### src/rtl/imem_loader_if.sv
// Byte-stream input and instruction-RAM write bus of the program loader.
// The master modport is the loader; the slave modport is the byte source plus the RAM.
interface imem_loader_if #(
    parameter int ADDR_W = 4
);
    // Stream handshake: a byte moves on a rising edge where in_valid and in_ready
    // are both high; in_data must be stable while in_valid is high.
    logic [7:0]        in_data;
    logic              in_valid;
    logic              in_ready;
    logic              we;
    logic [ADDR_W-1:0] waddr;
    logic [31:0]       wdata;

    modport master (
        input  in_data,
        input  in_valid,
        output in_ready,
        output we,
        output waddr,
        output wdata
    );

    modport slave (
        output in_data,
        output in_valid,
        input  in_ready,
        input  we,
        input  waddr,
        input  wdata
    );
endinterface

### src/rtl/imem_loader.sv
// Loads a program into the instruction RAM from a length-prefixed byte stream,
// packing words MSB byte first and holding the CPU until the image is complete.
module imem_loader #(
    parameter int DEPTH  = 16,
    parameter int ADDR_W = 4
) (
    input  logic              clk,
    input  logic              rst,
    input  logic              start,
    imem_loader_if.master     bus,
    output logic              cpu_hold,
    output logic              done,
    output logic              err,
    output logic [2:0]        dbg_state
);

    typedef enum logic [2:0] {
        IDLE  = 3'd0,
        LEN   = 3'd1,
        DATA  = 3'd2,
        WRITE = 3'd3,
        DONE  = 3'd4,
        ERR   = 3'd5
    } state_t;

    state_t            state_q;
    state_t            state_d;
    logic [ADDR_W:0]   word_cnt;
    logic [ADDR_W:0]   cnt_inc;
    logic [ADDR_W:0]   len_q;
    logic [1:0]        byte_cnt;
    logic [23:0]       shreg;
    logic [ADDR_W-1:0] waddr_q;
    logic [31:0]       wdata_q;
    logic              accept;
    logic              len_zero;
    logic              len_over;

    assign accept   = bus.in_valid & bus.in_ready;
    assign len_zero = (bus.in_data == 8'd0);
    assign len_over = int'({24'd0, bus.in_data}) > DEPTH;
    // One extra counter bit lets N == 2**ADDR_W terminate without wrapping to 0.
    assign cnt_inc  = word_cnt + (ADDR_W+1)'(1);

    always_ff @(posedge clk or posedge rst) begin
        if (rst) begin
            state_q <= IDLE;
        end else begin
            state_q <= state_d;
        end
    end

    always_comb begin
        state_d = state_q;
        case (state_q)
            IDLE:  if (start) state_d = LEN;
            LEN: begin
                if (bus.in_valid) begin
                    if (len_zero)      state_d = DONE;
                    else if (len_over) state_d = ERR;
                    else               state_d = DATA;
                end
            end
            DATA:  if (bus.in_valid && byte_cnt == 2'd3) state_d = WRITE;
            WRITE: state_d = (cnt_inc == len_q) ? DONE : DATA;
            DONE:  if (start) state_d = LEN;
            ERR:   if (start) state_d = LEN;
            default: state_d = IDLE;
        endcase
    end

    always_ff @(posedge clk or posedge rst) begin
        if (rst) begin
            word_cnt <= '0;
            len_q    <= '0;
            byte_cnt <= '0;
            shreg    <= '0;
            waddr_q  <= '0;
            wdata_q  <= '0;
        end else begin
            case (state_q)
                IDLE, DONE, ERR: begin
                    if (start) begin
                        word_cnt <= '0;
                        byte_cnt <= '0;
                    end
                end
                LEN: begin
                    if (accept && !len_zero && !len_over) begin
                        len_q <= (ADDR_W+1)'(bus.in_data);
                    end
                end
                DATA: begin
                    if (accept) begin
                        shreg    <= {shreg[15:0], bus.in_data};
                        byte_cnt <= byte_cnt + 2'd1;
                        // Load the write bus as the word completes so it is valid
                        // throughout WRITE and holds afterwards.
                        if (byte_cnt == 2'd3) begin
                            wdata_q <= {shreg, bus.in_data};
                            waddr_q <= word_cnt[ADDR_W-1:0];
                        end
                    end
                end
                WRITE: word_cnt <= cnt_inc;
                default: ;
            endcase
        end
    end

    assign bus.in_ready = (state_q == LEN) || (state_q == DATA);
    assign bus.we       = (state_q == WRITE);
    assign bus.waddr    = waddr_q;
    assign bus.wdata    = wdata_q;
    assign cpu_hold     = (state_q != DONE);
    assign done         = (state_q == DONE);
    assign err          = (state_q == ERR);
    assign dbg_state    = state_q;

endmodule

### src/flat_wrapper.sv
// flat-port wrapper written by rule: the top's interface ports become plain ports
module imem_loader_flat 
#(
    parameter int DEPTH  = 16,
    parameter int ADDR_W = 4
)
  (clk, rst, start, cpu_hold, done, err, dbg_state, bus_in_data, bus_in_valid, bus_in_ready, bus_we, bus_waddr, bus_wdata);
  imem_loader_if #(.ADDR_W(ADDR_W)) bus_i ();
  input  logic clk;
  input  logic rst;
  input  logic start;
  output logic cpu_hold;
  output logic done;
  output logic err;
  output logic [2:0] dbg_state;
  input wire logic [$bits(bus_i.in_data)-1:0] bus_in_data;
  input wire logic [$bits(bus_i.in_valid)-1:0] bus_in_valid;
  output wire logic [$bits(bus_i.in_ready)-1:0] bus_in_ready;
  output wire logic [$bits(bus_i.we)-1:0] bus_we;
  output wire logic [$bits(bus_i.waddr)-1:0] bus_waddr;
  output wire logic [$bits(bus_i.wdata)-1:0] bus_wdata;
  assign bus_i.in_data = bus_in_data;
  assign bus_i.in_valid = bus_in_valid;
  assign bus_in_ready = bus_i.in_ready;
  assign bus_we = bus_i.we;
  assign bus_waddr = bus_i.waddr;
  assign bus_wdata = bus_i.wdata;
  imem_loader #(.DEPTH(DEPTH), .ADDR_W(ADDR_W)) u_core (.clk(clk), .rst(rst), .start(start), .bus(bus_i), .cpu_hold(cpu_hold), .done(done), .err(err), .dbg_state(dbg_state));
endmodule
### config.mk
export PLATFORM = sky130hd
export DESIGN_NAME = imem_loader_flat
export DESIGN_NICKNAME = d
export VERILOG_FILES = /design/src/rtl/imem_loader_if.sv /design/src/rtl/imem_loader.sv /design/src/flat_wrapper.sv
export SDC_FILE = /design/constraint.sdc
export NUM_CORES = 1
export LEC_CHECK = 0
export BUFFER_PORTS_ARGS = -buffer_cell sky130_fd_sc_hd__buf_4
export CAP_MARGIN = 15
export CORE_MARGIN = 2
export CORE_UTILIZATION = 45
export DETAILED_ROUTE_END_ITERATION = 8
export PLACE_DENSITY = 0.66
export SYNTH_ARGS = -nofsm -noshare
export SYNTH_HDL_FRONTEND = slang
export SYNTH_SLANG_ARGS = --single-unit
export TNS_END_PERCENT = 10
### constraint.sdc
create_clock -name clk -period 3.1 [get_ports clk]
set_input_delay 0.465 -clock clk [delete_from_list [all_inputs] [get_ports clk]]
set_output_delay 0.465 -clock clk [all_outputs]
set_load 0.005 [all_outputs]
* Word-level counts from Yosys, hierarchy flattened
Cells that the tools add are included.
Cells by class: multipliers 0, eq/ne operators 12, bitwise logic cells 1, muxes and demuxes 12, reductions and logical operators 17, add/sub/neg operators 2, div/mod/pow operators 0, order comparisons 1, shift operators 0
Operator list (number):
- 2-to-1 mux 3 bit | 6
- case mux 3 bit (4 select lines) | 1
- case mux 5 bit (2 select lines) | 1
- AND reduction 3 bit | 3
- greater-than comparator 8 x 5 -> 1 bit (second input constant) | 1
- zero test 8 bit | 1
- == test 3 x 2 -> 1 bit (second input constant) | 2
- == test 3 bit (second input constant) | 2
- != test 2 x 1 -> 1 bit (second input constant) | 3
- AND reduction 2 bit | 3
- adder 5 x 1 -> 5 bit (second input constant) | 1
- == test 5 bit | 1
- 2-to-1 mux 5 bit | 1
- 2-to-1 mux 2 bit | 2
- case mux 2 bit (2 select lines) | 1
- nonzero test 2 bit | 2
- == test 3 x 1 -> 1 bit (second input constant) | 1
- logical AND 1 bit | 3
- zero test 3 bit | 1
- != test 3 bit (second input constant) | 1
- OR reduction 3 bit | 1
- adder 2 x 1 -> 2 bit (second input constant) | 1
- == test 2 bit (second input constant) | 1
- zero test 1 bit | 2
- other kinds (3) | 3
Storage, ports and cells: word-level logic and storage cells 52, bits of input ports 12, bits in writable memories 0, memories 0, bits in registers 75, latch bits 0, bits in read-only memories 0, output and inout bits 44

* Logic depth before layout (Yosys ltp)
Gate-level depths: netlist (run 1).
word-level depth 6, mapped depth 7, gate-level depth less buffers 5

* Least setup slack after synthesis (run 1)
No wires, ideal clock.
kind input to register, start point input port bus_in_data[0], end point register u_core.len_q[0], required time 2.975 ns, stages 4, path slack 1.522 ns, setup time 0.125 ns, arrival time 1.453 ns, path through nor4_1 -> xnor2_1 -> nand3_2 -> mux2_2
On the way: longest elaborated chain between the ends 5, elaborated cells between the ends (all ways) 7, those cells by class order compare (1); reduce/logical (6)
Ends and longest elaborated chain:
- from (decl) | RTL line flat_wrapper.sv:16 | input wire logic [$bits(bus_i.in_data)-1:0] bus_in_data;
- branches (longest 5 deep; another with greater-than comparator 8 x 5 -> 1 bit)
- to (signal assigned) | RTL line imem_loader.sv:90 | len_q <= (ADDR_W+1)'(bus.in_data);
- to (decl) | RTL line imem_loader.sv:30 | logic [ADDR_W:0] len_q;
Several ways; the timed one is not identified. A chain may end at the register's enable or synchronous reset.

* Final worst setup path (run 1)
start point register u_core.state_q[1], in the netlist u_core.dbg_state[1], end point register u_core.wdata_q[3], in the netlist u_core.bus.wdata[3]
On the way: longest elaborated chain between the ends 4, elaborated cells between the ends (all ways) 5, those cells by class eq/ne (2); bitwise (1); reduce/logical (2)
Ends and longest elaborated chain:
- from (decl) | RTL line imem_loader.sv:26 | state_t state_q;
- from (signal assigned) | RTL line imem_loader.sv:49 | state_q <= state_d;
- == test 3 x 1 -> 1 bit or == test 3 x 2 -> 1 bit (tied branches) | RTL line imem_loader.sv:111, imem_loader.sv:81
- logical OR 1 bit | RTL line imem_loader.sv:111 | assign bus.in_ready = (state_q == LEN) || (state_q == DATA);
- AND 1 bit | RTL line imem_loader.sv:39 | assign accept = bus.in_valid & bus.in_ready;
- AND reduction 3 bit (no line) (*)
- to (signal assigned) | RTL line imem_loader.sv:100 | wdata_q <= {shreg, bus.in_data};
- to (decl) | RTL line imem_loader.sv:34 | logic [31:0] wdata_q;
Mark *: on every way between the ends. The rest lies on a longest branch, timed or not.

==> flow_metrics.env, run 1 <==
export IMPL_die_y_um=88.7
export IMPL_grt_pass1_wl_mm=9.50
export IMPL_hold_class="in2async"
export IMPL_p_per_area_nw_per_um2=609
export IMPL_hold_viol=0
export IMPL_place_gp_congestion=0.749
export IMPL_drtIter0Drc=54
export IMPL_start_util_pct=47.0
export IMPL_post_cts_resized=0
export IMPL_critPathCaptureType="register"
export IMPL_synth_edf_count=0
export IMPL_tns_ns=0
export IMPL_syn2layout_area_growth_pct=21.3
export IMPL_p_leak_uw=0.00207
export IMPL_cts_setup_buffers=0
export IMPL_clkTransAtPathRegs_ns=0.09
export IMPL_row_count=30
export IMPL_hold_buffers=0
export IMPL_clock_skew_ns=0.0121
export IMPL_grt_pass1_vias=1850
export IMPL_crit_type="reg2reg"
export IMPL_cts_sinks=75
export IMPL_setup_violations=0
export IMPL_drc=0
export IMPL_cp_start_kind="register"
export IMPL_core_sq_um=6870
export IMPL_tightest_slew_ns=0.617
export IMPL_async_flop_share_pct=100
export IMPL_grt_max_degree=38
export IMPL_h_tree_depth=3
export IMPL_clockBufferDepth=2
export IMPL_wl_per_cell_um=15.3
export IMPL_fin_crit_ns=1.93
export IMPL_final_antenna_net_count=0
export IMPL_via_count=1823
export IMPL_reg2reg_from="u_core.dbg_state[1]"
export IMPL_clkLatencyLatePin_ns=0.35
export IMPL_synth_ff_type="dfrtp_1"
export IMPL_grt_overflow_total=0
export IMPL_ys_top_cells_by_count="dfrtp_1 (75), mux2_2 (37), mux2_4 (29)"
export IMPL_synth_seq_cells=75
export IMPL_rsz0062_at_grt="no"
export IMPL_maxCapViolCount=0
export IMPL_root_buffer="clkbuf_8"
export IMPL_peakVddDrop_mv=0.289
export IMPL_dr_pass1_iters=4
export IMPL_hold_ws_ns=0.189
export IMPL_synth_largest_area_cell="dfrtp_1"
export IMPL_status="completed"
export IMPL_ys_seq_area_share_pct=58.1
export IMPL_r2r_end="u_core.bus.wdata[3]"
export IMPL_r2r_cells=3
export IMPL_fmax_mhz=519
export IMPL_arrival_ns=2.16
export IMPL_ys_types=38
export IMPL_vias_per_cell=4.90
export IMPL_nets=285
export IMPL_yosysMostFrequentCell="dfrtp_1"
export IMPL_maxSlewViolCount=0
export IMPL_synthTopCellsByArea="dfrtp_1 (58%), mux2_4 (13%), mux2_2 (13%), xnor2_1 (1.9%), buf_6 (1.4%)"
export IMPL_layout_drive_gt1_share_pct=52.2
export IMPL_cp_data_required_time_ns=3.33
export IMPL_cp_max_fo=37
export IMPL_max_slew_margin_pct=58.8
export IMPL_yosysWarningCount=0
export IMPL_io_buffers=55
export IMPL_synth_top_cell_area_share_pct=58.1
export IMPL_ioPinCount=56
export IMPL_track_usage_pct=16.3
export IMPL_cts_tree="built"
export IMPL_synthCells=211
export IMPL_dieArea_sq_um=7870
export IMPL_period_share_pct=62.2
export IMPL_antenna_cells=0
export IMPL_dp_final_hpwl_mm=3.88
export IMPL_r2r_slack_ns=1.17
export IMPL_routed_wl_mm=5.69
export IMPL_avgSynthCellArea_sq_um=15.3
export IMPL_die_x_um=88.7
export IMPL_cts_buffers=9
export IMPL_syn_nets=225
export IMPL_syn_cell_area_sq_um=3230
export IMPL_antenna_found_initial=0
==> kinds of logic (layout without fill, tap and decap cells) <==
kind of cell	after synthesis	in the layout	synth area share [%]
flip-flops	75	75	58.1
adder cells (fa/ha/maj)	2	2	0.774
AND/OR/NAND/NOR	28	28	5.46
multiplexers	66	66	26.4
XOR/XNOR	10	10	2.71
buffers and inverters	13	78	3.02
AO/OA/AOI/OAI	17	17	3.56
==> sequential cells by signal (all words and copies together), names as in the netlist <==
register,count
u_core.bus.waddr,4
u_core.bus.wdata,32
u_core.shreg,24
u_core.len_q,5
u_core.dbg_state,3
u_core.byte_cnt,2
u_core.word_cnt,5
==> layer usage <==
| metal | wire length (um) | part of all wire [%] | vias up | global-route usage (%) |
|---|---|---|---|---|
| met1 | 2660 | 47 | 907 | 22.0 |
| met4 | 91 | 1.6 | 0 | 6.61 |
| met3 | 268 | 4.7 | 9 | 5.78 |
| li1 | - | - | 864 | - |
| met5 | 0 | 0 | - | 0 |
| met2 | 2680 | 47 | 43 | 23.9 |
==> cell usage in the layout, fill, tap and decap left out, types with 4 or more instances in the layout <==
cell type / Yosys / final
xnor2_1: 7 / 7
mux2_2: 37 / 37
nor2_1: 5 / 5
o21ai_0: 6 / 6
dfrtp_1: 75 / 75
nand2_1: 4 / 4
buf_4: 1 / 57
mux2_4: 29 / 29
clkbuf_8: 0 / 9
==> worst max path at each step <==
stage	from	end	slack, ns
floorplan	rst	u_core.bus.waddr[0]	0.73
global placement	u_core.dbg_state[0]	u_core.bus.wdata[16]	1.17
detailed placement	bus_in_valid	u_core.bus.wdata[11]	1.16
CTS	u_core.dbg_state[1]	u_core.bus.wdata[11]	1.15
global route	u_core.dbg_state[1]	bus_we	1.02
finish	u_core.dbg_state[1]	u_core.bus.wdata[3]	1.17
==> power breakdown <==
| group | leakage [uW] | switching [uW] | internal (uW) |
|---|---|---|---|
| clock | 0.000106 | 368 | 455 |
| combinational | 0.000936 | 158 | 211 |
| sequential | 0.00103 | 108 | 1090 |
| total | 0.00207 | 634 | 1750 |
==> stage by stage <==
| stage | util [%] | total power (uW) | std cells | setup slack, ns | area [sq um] |
|---|---|---|---|---|---|
| 2_1_floorplan | - | 1450 | 211 | 0.725 | 3230 |
| 3_3_place_gp | 53.9 | 1580 | 356 | 1.17 | 3700 |
| 3_5_place_dp | 53.9 | 1590 | 356 | 1.16 | 3700 |
| 4_1_cts | 57.0 | 2410 | 372 | 1.15 | 3920 |
| 5_1_grt | 57.0 | 2530 | 372 | 1.02 | 3920 |
| 6_report | 57.0 | 2390 | 372 | 1.17 | 3920 |
==> critical path, cell delays in order, from the launching register on <==
cell	delay, ns
dfrtp_1	0.54
and4_4	0.55
nand2_8	0.29
mux2_4	0.39
==> area by class of cell <==
cell class | count | area (sq um)
fill | 592 | 2950
timing repair buffer | 57 | 428
inverter | 5 | 20.0
sequential | 75 | 1880
clock inverter | 6 | 90.1
clock buffer | 10 | 128
tap | 96 | 120
multi-input combinational | 123 | 1260
Power figures use the tool's default switching activity.
==> inputs of run 2 (changes only) <==
--- a/config.mk
+++ b/config.mk
@@ -5,12 +5,13 @@
 export SDC_FILE = /design/constraint.sdc
 export NUM_CORES = 1
 export LEC_CHECK = 0
+export ABC_AREA = 1
 export BUFFER_PORTS_ARGS = -buffer_cell sky130_fd_sc_hd__buf_4
 export CAP_MARGIN = 15
 export CORE_MARGIN = 2
 export CORE_UTILIZATION = 45
 export DETAILED_ROUTE_END_ITERATION = 8
-export PLACE_DENSITY = 0.66
+export PLACE_DENSITY = 0.67
 export SYNTH_ARGS = -nofsm -noshare
 export SYNTH_HDL_FRONTEND = slang
 export SYNTH_SLANG_ARGS = --single-unit
==> constraint.sdc (replaced) <==
create_clock -name clk -period 1.9 [get_ports clk]
set_input_delay 0.285 -clock clk [delete_from_list [all_inputs] [get_ports clk]]
set_output_delay 0.285 -clock clk [all_outputs]
set_load 0.005 [all_outputs]
==> flow_metrics.env, run 2 <==
export IMPL_status="completed"
export IMPL_cp_start_kind="register"
export IMPL_critPathMostFrequentCell="inv_1"
export IMPL_fmax_mhz=579
export IMPL_grt_max_degree=47
export IMPL_cp_data_required_time_ns=1.62
export IMPL_core_sq_um=6760
export IMPL_synthCells=334
export IMPL_tns_ns=0
export IMPL_p_leak_uw=0.00200
export IMPL_via_count=2331
export IMPL_antenna_found_initial=0
export IMPL_ioPinCount=56
export IMPL_grt_overflow_total=0
export IMPL_async_flop_share_pct=100
export IMPL_dpl_worst_slack_ns=0.268
export IMPL_crit_type="reg2out"
export IMPL_syn2layout_area_growth_pct=23.5
export IMPL_antenna_cells=0
export IMPL_mostFrequentLayoutCell="nand2_1"
export IMPL_rsz0062_at_grt="no"
export IMPL_maxSlewViolCount=0
export IMPL_yosysWarningCount=0
export IMPL_clockBufferDepth=2
export IMPL_dp_final_hpwl_mm=4.42
export IMPL_p_seq_share_pct=50.8
export IMPL_ys_seq_area_share_pct=60.1
export IMPL_hold_class="in2reg"
export IMPL_cp_slowest_cell="dfrtp_1"
export IMPL_finalWorstSetupSlack_ns=0.174
export IMPL_critPathTopFamily="buffers and inverters"
export IMPL_cts_setup_buffers=0
export IMPL_setup_violations=0
export IMPL_fin_crit_ns=1.73
export IMPL_final_antenna_net_count=0
export IMPL_peakVddDrop_mv=0.451
export IMPL_syn_nets=348
export IMPL_p_sw_share_pct=32.9
export IMPL_drc=0
export IMPL_synth_largest_area_cell="dfrtp_1"
export IMPL_cp_num_buf_inv=3
export IMPL_grt_pass1_wl_mm=10.5
export IMPL_place_gp_congestion=0.837
export IMPL_grt_busiest_layer="met2"
export IMPL_layout_common_cells="nand2_1 (92), dfrtp_1 (75), o21ai_0 (64)"
export IMPL_dpl_cell_area_sq_um=3660
export IMPL_routed_wl_mm=6.27
export IMPL_cp_max_fo=6
export IMPL_yosysMostFrequentCell="nand2_1"
export IMPL_p_per_area_nw_per_um2=1080
export IMPL_stdcell_area_sq_um=3860
export IMPL_clock_skew_ns=0.00998
export IMPL_p_comb_share_pct=22.1
export IMPL_avgSynthCellArea_sq_um=9.35
export IMPL_hold_viol=0
export IMPL_layout_drive_gt1_share_pct=22.8
export IMPL_grt_pass1_vias=2229
export IMPL_met3_usage_pct=4.36
export IMPL_power_internal_uw=2810
export IMPL_synth_edf_count=0
export IMPL_nets=412
export IMPL_h_tree_depth=3
export IMPL_die_y_um=87.3
export IMPL_max_slew_margin_pct=66.3
export IMPL_wl_per_cell_um=13.0
export IMPL_syn_cell_area_sq_um=3120
export IMPL_switching_power_uw=1370
export IMPL_root_buffer="clkbuf_8"
export IMPL_row_count=30
export IMPL_pwr_share_clk_pct=27.2
export IMPL_vias_per_cell=4.83
export IMPL_clkLatencyLatePin_ns=0.35
export IMPL_synth_ff_type="dfrtp_1"
export IMPL_synth_top_cell_area_share_pct=60.1
export IMPL_dieArea_sq_um=7620
export IMPL_synthTopCellsByArea="dfrtp_1 (60%), nand2_1 (11%), o21ai_0 (10%), inv_1 (5.8%), mux2_4 (1.9%)"
export IMPL_path_cells="inv_1 -> nor2_2 -> inv_1 -> nor2_4 -> buf_4"
export IMPL_critical_path_max_stage_delay_ns=0.37
export IMPL_critPathCaptureType="primary output"
export IMPL_drtIter0Drc=87
export IMPL_track_usage_pct=17.9
export IMPL_ys_top_cells_by_count="nand2_1 (92), dfrtp_1 (75), o21ai_0 (64)"
export IMPL_ys_types=23
export IMPL_cts_tree="built"
export IMPL_cts_sinks=75
export IMPL_cts_buffers=9
export IMPL_grt_use_met1_pct=25.3
export IMPL_n_fill_cell=615
export IMPL_grt_use_met2_pct=27.1
export IMPL_largest_reg_flops=32
export IMPL_arrival_ns=1.44
export IMPL_die_x_um=87.3
export IMPL_start_util_pct=46.2
export IMPL_dr_pass1_iters=4
export IMPL_io_buffers=55
export IMPL_synth_seq_cells=75
export IMPL_maxCapViolCount=0
export IMPL_clkTransAtPathRegs_ns=0.09
export IMPL_tightest_slew_ns=0.505
export IMPL_period_share_pct=90.9
==> run 2: area by class of cell <==
type | instances | area (sq um) | share of cell area (%)
inverter | 48 | 184 | 4.77
clock inverter | 6 | 48.8 | 1.27
timing repair buffer | 63 | 488 | 12.7
clock buffer | 10 | 138 | 3.57
tap | 80 | 100 | 2.60
multi-input combinational | 201 | 1020 | 26.5
sequential | 75 | 1880 | 48.7
==> run 2: cell families after synthesis <==
group	Yosys count	share of synthesized area (%)
buffers and inverters	58	7.25
multiplexers	8	3.37
AO/OA/AOI/OAI	70	11.5
adder cells (fa/ha/maj)	2	0.801
AND/OR/NAND/NOR	121	16.9
flip-flops	75	60.1
==> run 2: metrics by stage <==
| step | instances | util, % | total power [uW] | hold WS, ns |
|---|---|---|---|---|
| floorplan | 334 | - | 2740 | 0.406 |
| global placement | 466 | 54.1 | 3040 | 0.313 |
| detailed placement | 466 | 54.1 | 3070 | 0.313 |
| CTS | 483 | 57.0 | 4200 | 0.162 |
| global route | 483 | 57.1 | 4460 | 0.157 |
| finish | 483 | 57.1 | 4180 | 0.163 |
==> run 2: tightest hold or removal path: cells and delay by family <==
kind	cells	cell delay (ns)
compound gates	1	0.06
buf+inv	1	0.08
simple gates	1	0.05
==> run 2: power by group through the flow <==
| stage | Combinational, uW | Sequential, uW | Clock (uW) |
|---|---|---|---|
| 4_1_cts | 928 | 2120 | 1150 |
| 3_5_place_dp | 919 | 2150 | 0 |
| 5_1_grt | 1060 | 2160 | 1240 |
| 6_report | 922 | 2120 | 1140 |
| 3_3_place_gp | 894 | 2140 | 0 |
| 2_1_floorplan | 633 | 2100 | 0 |
==> run 2: final timing paths <==
check / start / endpoint / slack, ns / cells after the start
worst min-delay path: bus_in_data[1] / u_core.shreg[1] / 0.16 / 3
max in group asynchronous: rst / u_core.shreg[23] / 0.81 / 4
min in group asynchronous: rst / u_core.bus.waddr[3] / 0.50 / 3
worst max-delay path: u_core.dbg_state[0] / bus_we / 0.17 / 5
worst max register to register: u_core.dbg_state[2] / u_core.bus.waddr[1] / 0.25 / 7
worst min register to register: u_core.shreg[15] / u_core.shreg[23] / 0.49 / 2
==> run 2: repair_timing <==
action | 4_1_cts | 5_1_grt
endpoints found under the hold margin | 15 | 0
endpoints found under the setup margin | 0 | 1
hold buffers | 1 | 0
resized for setup | 0 | 1
==> run 2: routing by layer <==
metal	wire length [um]	part of all wire, %
met5	0	0
met4	46	0.73
met3	232	3.7
met2	2910	46
met1	3080	49
==> inputs of run 3 (changes only) <==
--- a/config.mk
+++ b/config.mk
@@ -9,9 +9,9 @@
 export BUFFER_PORTS_ARGS = -buffer_cell sky130_fd_sc_hd__buf_4
 export CAP_MARGIN = 15
 export CORE_MARGIN = 2
-export CORE_UTILIZATION = 45
+export CORE_UTILIZATION = 50
 export DETAILED_ROUTE_END_ITERATION = 8
-export PLACE_DENSITY = 0.67
+export PLACE_DENSITY = 0.73
 export SYNTH_ARGS = -nofsm -noshare
 export SYNTH_HDL_FRONTEND = slang
 export SYNTH_SLANG_ARGS = --single-unit
==> flow_metrics.env, run 3 (synthesis gave the netlist of run 2 again) <==
export IMPL_pwr_share_clk_pct=27.2
export IMPL_nets=408
export IMPL_switching_power_uw=1370
export IMPL_cp_data_required_time_ns=1.62
export IMPL_maxCapViolCount=0
export IMPL_fin_crit_ns=1.71
export IMPL_crit_type="reg2out"
export IMPL_arrival_ns=1.43
export IMPL_critPathMostFrequentCell="inv_1"
export IMPL_critPathTopFamily="flip-flops"
export IMPL_critical_path_max_stage_delay_ns=0.38
export IMPL_cp_max_fo=6
export IMPL_grt_max_degree=76
export IMPL_root_buffer="clkbuf_8"
export IMPL_hold_class="in2async"
export IMPL_critPathCaptureType="primary output"
export IMPL_r2r_slack_ns=0.30
export IMPL_final_antenna_net_count=0
export IMPL_clkLatencyLatePin_ns=0.35
export IMPL_start_util_pct=52.1
export IMPL_routed_wl_mm=6.03
export IMPL_die_x_um=83.0
export IMPL_fin_cells=474
export IMPL_hold_buffers=0
export IMPL_routed_wl_met2_mm=2.71
export IMPL_grt_overflow_total=0
export IMPL_cts_setup_buffers=0
export IMPL_drc=0
export IMPL_grt_pass1_vias=2194
export IMPL_die_y_um=83.0
export IMPL_cts_sinks=75
export IMPL_drtIter0Drc=191
export IMPL_clock_skew_ns=0.0104
export IMPL_track_usage_pct=19.0
export IMPL_power_internal_uw=2810
export IMPL_max_slew_margin_pct=69.1
export IMPL_dp_final_hpwl_mm=4.17
export IMPL_p_leak_uw=0.00199
export IMPL_met3_length_um=239
export IMPL_dr_pass1_iters=4
export IMPL_layout_common_cells="nand2_1 (92), dfrtp_1 (75), o21ai_0 (64)"
export IMPL_cp_num_buf_inv=3
export IMPL_via_count=2368
export IMPL_tns_ns=0
export IMPL_wl_per_cell_um=12.7
export IMPL_p_comb_share_pct=21.9
export IMPL_wl_met1_mm=2.98
export IMPL_layout_drive_gt1_share_pct=22.3
export IMPL_tightest_slew_ns=0.463
export IMPL_fin_util_pct=63.7
export IMPL_vias_per_cell=5.00
export IMPL_setup_violations=0
export IMPL_cp_slowest_cell="dfrtp_1"
export IMPL_io_buffers=55
export IMPL_dieArea_sq_um=6890
export IMPL_ioPinCount=56
export IMPL_cp_start_kind="register"
export IMPL_path_cells="inv_1 -> nor2_2 -> inv_1 -> nor2_4 -> buf_4"
export IMPL_p_per_area_nw_per_um2=1090
export IMPL_reg2reg_from="u_core.dbg_state[1]"
export IMPL_largest_reg_flops=32
export IMPL_placed_cells=458
export IMPL_peakVddDrop_mv=0.613
export IMPL_rsz0062_at_grt="no"
export IMPL_top_layer_used="met4"
export IMPL_clkTransAtPathRegs_ns=0.08
export IMPL_cts_tree="built"
export IMPL_p_seq_share_pct=50.9
export IMPL_grt_pass1_wl_mm=10.4
export IMPL_status="completed"
export IMPL_finalWorstSetupSlack_ns=0.187
export IMPL_cts_buffers=9
export IMPL_r2r_cells=5
export IMPL_dpl_worst_slack_ns=0.323
export IMPL_antenna_cells=0
export IMPL_period_share_pct=90.1
export IMPL_hold_viol=0
export IMPL_fmax_mhz=584
export IMPL_mostFrequentLayoutCell="nand2_1"
export IMPL_place_gp_congestion=0.836
export IMPL_p_sw_share_pct=32.8
export IMPL_clockBufferDepth=2
export IMPL_antenna_found_initial=0
export IMPL_syn2layout_area_growth_pct=22.2
export IMPL_stdcell_area_sq_um=3820
export IMPL_maxSlewViolCount=0
export IMPL_core_sq_um=5990
export IMPL_r2r_end="u_core.bus.wdata[19]"
export IMPL_dpl_cell_area_sq_um=3630
export IMPL_h_tree_depth=3
export IMPL_row_count=28
-- run 3: cell count changes in the layout (fill, tap and decap cells not counted), sizes merged --
cell	change
inv	+2
clkinvlp	-2
buf	-3
dlygate4sd3	-1
-- run 3: worst max-delay path by stage --
stage	endpoint	depth (start not counted)	from
2_1_floorplan	u_core.bus.wdata[15]	6	u_core.dbg_state[2]
3_3_place_gp	u_core.len_q[4]	9	bus_in_data[0]
3_5_place_dp	u_core.bus.wdata[19]	5	u_core.dbg_state[1]
4_1_cts	bus_we	5	u_core.dbg_state[0]
5_1_grt	bus_we	5	u_core.dbg_state[0]
6_report	bus_we	5	u_core.dbg_state[0]
-- run 3: layout make-up --
type / instances / area (sq um)
timing repair buffer: 59 / 455
clock buffer: 10 / 138
inverter: 48 / 184
clock inverter: 6 / 47.5
fill: 514 / 2170
tap: 75 / 93.8
multi-input combinational: 201 / 1020
sequential: 75 / 1880
-- run 3: repair_timing --
| action | in CTS | in global routing |
|---|---|---|
| gates resized for setup | 0 | 1 |
| setup endpoints to repair | 0 | 1 |
| hold endpoints to repair | 0 | 0 |
-- run 3: worst register-to-register path, cell delays in order (launching register included) --
cell     delay [ns]
dfrtp_1        0.48
nand3_4        0.17
nor2_8         0.05
nand2_4        0.05
buf_4          0.35
mux2_2         0.39
-- run 3: stage by stage --
stage | hold WS [ns] | power, uW
6_report | 0.0405 | 4170
5_1_grt | 0.0650 | 4480
2_1_floorplan | 0.406 | 2740
3_3_place_gp | 0.430 | 3020
3_5_place_dp | 0.431 | 3070
4_1_cts | 0.0478 | 4210
-- run 3: power by group through the flow --
stage          sequential [uW]  combinational [uW]  clock, uW
2_1_floorplan             2100                 633          0
3_3_place_gp              2130                 891          0
3_5_place_dp              2150                 917          0
4_1_cts                   2120                 925       1170
5_1_grt                   2160                1070       1240
6_report                  2120                 916       1140
-- run 3: routing by layer --
metal  vias to the layer above  GRT usage, %
met2                        52          26.0
met3                         6          4.77
li1                       1187             -
met1                      1123          28.6
met5                         -             0
met4                         0          8.05
